File: config.mk
export PLATFORM = sky130hd
export DESIGN_NAME = ram_93422_arbiter
export DESIGN_NICKNAME = d
export VERILOG_FILES = /design/src/rtl/ram_93422_arbiter.sv
export SDC_FILE = /design/constraint.sdc
export NUM_CORES = 1
export LEC_CHECK = 0
export BUFFER_PORTS_ARGS = -buffer_cell sky130_fd_sc_hd__buf_2
export CELL_PAD_IN_SITES_DETAIL_PLACEMENT = 2
export CELL_PAD_IN_SITES_GLOBAL_PLACEMENT = 2
export CORE_ASPECT_RATIO = 1.5
export CORE_MARGIN = 2
export CORE_UTILIZATION = 31
export CTS_BUF_LIST = sky130_fd_sc_hd__clkbuf_16
export CTS_CLUSTER_SIZE = 28
export DETAILED_ROUTE_END_ITERATION = 8
export MAX_ROUTING_LAYER = met4
export PLACE_DENSITY_LB_ADDON = 0.08
export SYNTH_ARGS = -nofsm -noshare
export SYNTH_HDL_FRONTEND = slang
export SYNTH_SLANG_ARGS = --single-unit
File: constraint.sdc
create_clock -name clk -period 2.65 [get_ports clk]
set_input_delay 0.265 -clock clk [delete_from_list [all_inputs] [get_ports clk]]
set_output_delay 0.265 -clock clk [all_outputs]
set_load 0.02 [all_outputs]
File: src/rtl/ram_93422_arbiter.sv
// ram_93422_arbiter
//
// Time-shares a single 256x4 93422-style static RAM between three users:
// the video scanner (read-only), the CPU (read/write, req/ack handshake) and
// a clear engine that fills every location with CLEAR_VALUE.
//
// Clocks alternate between two access slots. Phase 0 always belongs to the
// video scanner; phase 1 is shared, with clear taking priority over the CPU.
// Every RAM pin is registered so it changes only at the edge that starts an
// access cycle. The asynchronous read data is captured at the edge that ends
// that cycle.
//
// Ports
//   clk, reset             system clock, synchronous active-high reset
//   vid_en, vid_addr       video read request/address for the next video slot
//   vid_data, vid_valid    captured video data and its one-cycle strobe
//   cpu_req, cpu_we,
//   cpu_addr, cpu_wdata    CPU request (level), held stable until cpu_ack
//   cpu_ack, cpu_rdata     one-cycle completion pulse and read data
//   clr_start              starts a full-RAM clear when idle
//   clr_busy, clr_done     clear in progress / one-cycle completion pulse
//   ram_a, ram_i           RAM address and write data
//   ram_cs1_n, ram_w_n     RAM chip select and write enable, active low
//   ram_d                  asynchronous RAM read data
module ram_93422_arbiter #(
    parameter logic [3:0] CLEAR_VALUE = 4'h0
) (
    input  logic       clk,
    input  logic       reset,
    input  logic       vid_en,
    input  logic [7:0] vid_addr,
    output logic [3:0] vid_data,
    output logic       vid_valid,
    input  logic       cpu_req,
    input  logic       cpu_we,
    input  logic [7:0] cpu_addr,
    input  logic [3:0] cpu_wdata,
    output logic       cpu_ack,
    output logic [3:0] cpu_rdata,
    input  logic       clr_start,
    output logic       clr_busy,
    output logic       clr_done,
    output logic [7:0] ram_a,
    output logic [3:0] ram_i,
    output logic       ram_cs1_n,
    output logic       ram_w_n,
    input  logic [3:0] ram_d
);

    typedef enum logic {
        PH_VIDEO  = 1'b0,
        PH_SHARED = 1'b1
    } phase_t;

    // The access occupying the RAM during the current cycle; it decides what
    // happens at the edge that ends that cycle.
    typedef enum logic [1:0] {
        ACC_NONE = 2'd0,
        ACC_VID  = 2'd1,
        ACC_CPU  = 2'd2,
        ACC_CLR  = 2'd3
    } access_t;

    phase_t     phase, phase_n;
    access_t    access, access_n;
    logic       cpu_read, cpu_read_n;
    logic [7:0] counter, counter_n;

    logic [3:0] vid_data_n;
    logic       vid_valid_n;
    logic       cpu_ack_n;
    logic [3:0] cpu_rdata_n;
    logic       clr_busy_n;
    logic       clr_done_n;
    logic [7:0] ram_a_n;
    logic [3:0] ram_i_n;
    logic       ram_cs1_n_n;
    logic       ram_w_n_n;

    // State register. Phase resets to the shared slot so the first edge after
    // reset is released opens a video slot.
    always_ff @(posedge clk) begin
        if (reset) begin
            phase     <= PH_SHARED;
            access    <= ACC_NONE;
            cpu_read  <= 1'b0;
            counter   <= 8'h00;
            vid_data  <= 4'h0;
            vid_valid <= 1'b0;
            cpu_ack   <= 1'b0;
            cpu_rdata <= 4'h0;
            clr_busy  <= 1'b0;
            clr_done  <= 1'b0;
            ram_a     <= 8'h00;
            ram_i     <= 4'h0;
            ram_cs1_n <= 1'b1;
            ram_w_n   <= 1'b1;
        end else begin
            phase     <= phase_n;
            access    <= access_n;
            cpu_read  <= cpu_read_n;
            counter   <= counter_n;
            vid_data  <= vid_data_n;
            vid_valid <= vid_valid_n;
            cpu_ack   <= cpu_ack_n;
            cpu_rdata <= cpu_rdata_n;
            clr_busy  <= clr_busy_n;
            clr_done  <= clr_done_n;
            ram_a     <= ram_a_n;
            ram_i     <= ram_i_n;
            ram_cs1_n <= ram_cs1_n_n;
            ram_w_n   <= ram_w_n_n;
        end
    end

    // Next-state logic. First retire the access that ends at this edge
    // (capture read data, pulse strobes, advance the clear counter), then
    // grant the slot that this edge opens.
    always_comb begin
        phase_n     = phase;
        access_n    = ACC_NONE;
        cpu_read_n  = cpu_read;
        counter_n   = counter;
        vid_data_n  = vid_data;
        vid_valid_n = 1'b0;
        cpu_ack_n   = 1'b0;
        cpu_rdata_n = cpu_rdata;
        clr_busy_n  = clr_busy;
        clr_done_n  = 1'b0;
        ram_a_n     = ram_a;
        ram_i_n     = ram_i;
        ram_cs1_n_n = 1'b1;
        ram_w_n_n   = 1'b1;

        case (access)
            ACC_VID: begin
                vid_data_n  = ram_d;
                vid_valid_n = 1'b1;
            end
            ACC_CPU: begin
                cpu_ack_n = 1'b1;
                if (cpu_read) begin
                    cpu_rdata_n = ram_d;
                end
            end
            ACC_CLR: begin
                // The counter wraps to zero after address 255, leaving it
                // ready for the next clear.
                counter_n = counter + 8'd1;
                if (counter == 8'hFF) begin
                    clr_busy_n = 1'b0;
                    clr_done_n = 1'b1;
                end
            end
            default: begin
            end
        endcase

        if (phase == PH_SHARED) begin
            // Opening a video slot. A clear may also be requested here; its
            // first write then happens in the following shared slot.
            phase_n = PH_VIDEO;
            if (clr_start && !clr_busy) begin
                clr_busy_n = 1'b1;
                counter_n  = 8'h00;
            end
            if (vid_en) begin
                ram_a_n     = vid_addr;
                ram_cs1_n_n = 1'b0;
                access_n    = ACC_VID;
            end
        end else begin
            // Opening a shared slot: clear beats the CPU, including a clear
            // requested at this very edge (the counter is zero when idle).
            phase_n = PH_SHARED;
            if (clr_busy || clr_start) begin
                clr_busy_n  = 1'b1;
                ram_a_n     = counter;
                ram_i_n     = CLEAR_VALUE;
                ram_cs1_n_n = 1'b0;
                ram_w_n_n   = 1'b0;
                access_n    = ACC_CLR;
            end else if (cpu_req) begin
                ram_a_n     = cpu_addr;
                ram_i_n     = cpu_wdata;
                ram_cs1_n_n = 1'b0;
                ram_w_n_n   = ~cpu_we;
                cpu_read_n  = ~cpu_we;
                access_n    = ACC_CPU;
            end
        end
    end

endmodule

-- Yosys cells after proc, flatten, opt, wreduce, memory -nomap -nowiden
Cells that the tools add are included.
Widths: inputs -> output; s select.
- mux-type cells: 28
- reductions and logical operators: 11
- eq/ne operators: 5
- bitwise operators: 4
- add/sub/neg operators: 1
- operators with widths (cell ; number):
    $mux 8 ; 7
    $mux 1 ; 16
    $add 8x1->8 const B ; 1
    $eq 8x8->1 const B ; 1
    $mux 4 ; 2
    $mux 2 ; 3
    $reduce_and 2->1 ; 3
    $eq 2x2->1 const B ; 2
    $not 1->1 ; 4
    $reduce_or 2->1 ; 2
    $reduce_and 3->1 ; 1
    $reduce_bool 3->1 ; 1
    $eq 2x1->1 const B ; 1
    $ne 2x2->1 const B ; 1
    $reduce_bool 2->1 ; 1
    $logic_and 1x1->1 ; 1
    $logic_not 1->1 ; 1
    $logic_or 1x1->1 ; 1
- register bits after elaboration: 38
- output and inout bits: 26
- input port bits: 30
- logic and storage cells: 63

-- Longest topological paths before layout
- word-level depth: 5
- gate-level depth with buffers: 5
- gate-level depth less buffers: 5

-- Worst setup path before layout
OpenSTA, ideal clock, no wires.
- path type: register to register
- start point: register clr_busy
- end point: register ram_a[2]
- setup slack: 1.212 ns
- arrival: 1.316 ns
- library setup time: 0.122 ns
- required time: 2.528 ns
- buffers on the path: 0
- stages on the path, launching flop included: 5
- cell sequence: dfxtp_1 -> nor2_2 -> mux2_2 -> o211ai_1 -> a21oi_1
- longest elaborated chain between the ends: 3
- elaborated cells between the ends (all ways): 5
- those cells by class: mux (2); reduce/logical (3)
- RTL lines (item ; RTL line ; source):
    start: declaration ; 41 ; output logic clr_busy,
    start signal: assignment ; 107 ; clr_busy <= clr_busy_n;
    $logic_or 1x1->1 (*) ; 176 ; if (clr_busy || clr_start) begin
    $reduce_bool 3->1 (no source line) / $mux 8 (equally long branches) ; -- ;
    $reduce_and 2->1 (no source line) / $mux 8 (equally long branches) ; -- ;
    end signal: assignment ; 109 ; ram_a <= ram_a_n;
    end: declaration ; 43 ; output logic [7:0] ram_a,
Mark *: on every way between the ends. The rest lies on a longest branch, timed or not.
A chain may end at the register's enable or synchronous reset.

-- Worst setup path in the final report
- start point: register clr_busy
- end point: register ram_a[7]
Same word-level chain as after synthesis.

==> implementation parameters <==
Parameter                              Value

STA
  Worst rel slew slack    60.4%
  Number of pins exceeding their max-slew limit in the final report    0
  Period utilisation layout    58.3%
  Setup total negative slack    0 ns
  Fmax    approximately 650 MHz
  Transition at the pin with the smallest max-transition slack    between 0.5 and 0.6 ns
  Clock Skew    0.00284 ns
  Unrepaired setup endpoints after global routing    false
  Setup violations, final    0
  Worst Setup Slack, final    1.11 ns
  Hold Violations, Final    0
  Tmin final    1.54 ns

Clocking
  Buffers from clock root to sink, at most    2
  Clock-pin transition on the worst setup and hold timing paths    about 0.050 ns
  Clock root buffer    clkbuf_16
  Number of buffers added for setup after CTS    0
  Number of CTS-inserted buffers    5
  Clock insertion delay at the later pin of the skew report    0.28 ns
  CTS Hold Bufs    0
  # clock sinks    38
  H-tree Lvls    2
  Post-CTS Resized    0
  CTS tree    built

Critical path
  Critical path cell sequence    nor2_2 > mux2_2 > o211ai_1 > a21oi_1
  Setup slack, reg-to-reg    1.11 ns
  Critical setup path kind    flop to flop
  Worst-case reg-to-reg path depth    4
  Critical Path Fanout Max    9
  Arr. time, crit path    1.68 ns
  Family with the most delay on the worst path    multiplexers
  Capture point of the worst reg-to-reg path    ram_a[7]
  Buffers & Inverters on Critical Path    0
  Worst Setup Start Kind    flop
  Critical register-to-register path startpoint    clr_busy
  Cell type of the slowest stage on the worst timing path    mux2_2
  Delay of the slowest cell on the worst path    ~0.39 ns
  Nature of the critical path endpoint    flop
  Worst endpoint required time    around 2.8 ns

Global routing
  Total GRT Usage    17.3%
  Total congestion overflow    0
  Number of global-route vias before repair    between 1,500 and 2,000
  Number of antenna violations at the first check in global routing    0
  Largest net degree at the start of global routing    32
  Global-route wire length before repair    7.57 mm

Hold path
  Worst min-delay path startpoint    cpu_we
  Tightest Hold Check Type    input pin to flop
  Hold-critical path endpoint    cpu_read
  Worst hold path cell count    2

Synthesis
  Cell count after synthesis    166
  Dominant cells by area after synthesis    dfxtp_1, mux2_2, nor2_1, mux2i_1, o211ai_1
  Syn Std Cell Area    about 1600 um2
  Share of the synthesized area in the top cell type    47.3%
  Cell type with the largest total area after synthesis    dfxtp_1
  Register area share after synthesis    47.3%
  Number of distinct library cells after synthesis    38
  Yosys warning count    0
  Number of nets in the synthesized netlist    197
  Post-Synthesis Mean Instance Area    9.69 um2
  Flop and latch count out of synthesis    38

Routing
  Number of routed nets with antenna violations    0
  Routed length per instance    15.5 um
  Number of DRC violations after detailed routing    0
  Final WL    4.52 mm
  DR pass1 iterations    3
  Vias after detailed routing    1,406
  Detail-routed via count per cell    approximately 4.8
  First DRT Iteration DRCs    49

Floorplan
  Die span in x    ~63 um
  Initial Util    31.6%
  Number of standard-cell rows in the floorplan    32
  Die area    between 5000 and 6000 um2
  Core footprint    ~5100 um2
  Ports    56
  Die height    92.2 um

Place
  Final GP Congestion    a little under 0.8
  Number of port buffers    between 50 and 60
  Worst slack at placement    1.09 ns
  Final HPWL from detailed placement    3.48 mm

Pwr
  Pwr per Cell Area    approximately 650 nW/um2
  Static leakage power    0.000907 uW
  Peak supply drop    0.338 mV
  Post-route total power    between 1000 and 1500 uW

Cells and area
  Area growth, synth to finish    27.6%
  Leading cell types in the layout, fill and taps excluded    buf_2, dfxtp_1, nor2_1
  Number of antenna cells inserted    0
  Final net count    253
  Share of cells above drive strength 1    between 30% and 40%
  Most common cell after layout, fill and taps aside    buf_2

Status
  Outcome    finished, final reports clean

Job
  Max-capacitance violation count    0
## final cells by class
type / count / area (um2)
Fill cell: 605 / 3030
Multi-Input combinational cell: 120 / 782
Sequential cell: 38 / 761
Timing Repair Buffer: 56 / 283
Clock buffer: 5 / 125
Tap cell: 68 / 85.1
Clock inverter: 3 / 12.5
Inverter: 1 / 3.75
## stage by stage
stage / cell area (um2) / cells / hold slack [ns] / utilization, %
2_1_floorplan: 1610 / 166 / 0.358 / -
3_3_place_gp: 1910 / 283 / 0.444 / 37.6
3_5_place_dp: 1910 / 283 / 0.447 / 37.6
4_1_cts: 2050 / 291 / 0.196 / 40.4
5_1_grt: 2050 / 291 / 0.199 / 40.4
6_report: 2050 / 291 / 0.194 / 40.4
## synth_stat cells, drive strengths merged
| library cell | number |
|---|---|
| o21ai | 1 |
| nor2 | 24 |
| or2 | 2 |
| or2b | 2 |
| xnor2 | 2 |
| clkbuf | 4 |
| nand2 | 13 |
| nor2b | 3 |
| a22oi | 4 |
| a311oi | 1 |
| o211ai | 8 |
| inv | 1 |
| mux2 | 8 |
| xor2 | 4 |
| nand3 | 3 |
| nand3b | 1 |
| nor4 | 1 |
| and4 | 1 |
| a211oi | 1 |
| a21oi | 11 |
| or3 | 3 |
| a31o | 1 |
| nor3b | 2 |
| buf | 3 |
| dfxtp | 38 |
| nor3 | 5 |
| ha | 1 |
| mux2i | 8 |
| o21bai | 1 |
| nand2b | 7 |
| nand4 | 2 |
## sequential cells by signal, summed over array words and instances (netlist names), 2 cells and up
| register | flops |
|---|---|
| counter | 8 |
| ram_a | 8 |
| cpu_rdata | 4 |
| ram_i | 4 |
| vid_data | 4 |
| access | 2 |
## per-layer routing
metal | track usage, % | up-vias | routed length, um
li1 | - | 690 | -
met1 | 17.6 | 670 | 1750
met2 | 32.7 | 41 | 2550
met3 | 3.31 | 5 | 165
met4 | 5.56 | 0 | 54
met5 | - | - | 0
## power by group
group	switching [uW]	internal [uW]	leakage, uW	total [uW]
sequential	15.3	596	0.000310	611
combinational	96.7	68.4	0.000524	165
clock	218	340	0.0000724	558
## worst max-delay path by stage
stage / from / end / cells after the start / slack (ns)
final: clr_busy / ram_a[7] / 4 / 1.11
after global routing: clr_busy / ram_a[7] / 4 / 0.96
after CTS: clr_busy / ram_a[7] / 4 / 1.10
after detailed placement: clr_start / ram_a[7] / 5 / 1.09
after global placement: clr_start / ram_a[2] / 5 / 1.16
after floorplan: clr_busy / ram_a[2] / 4 / 1.21
## logic make-up after synthesis
logic type	Yosys count	synth area share (%)
buffers and inverters	8	4.05
XOR/XNOR	6	3.27
multiplexers	16	10.6
flip-flops	38	47.3
AO/OA/AOI/OAI	28	11.4
adder cells (fa/ha/maj)	1	0.778
AND/OR/NAND/NOR	69	22.6
No activity file was read; power rests on OpenSTA's default activity.
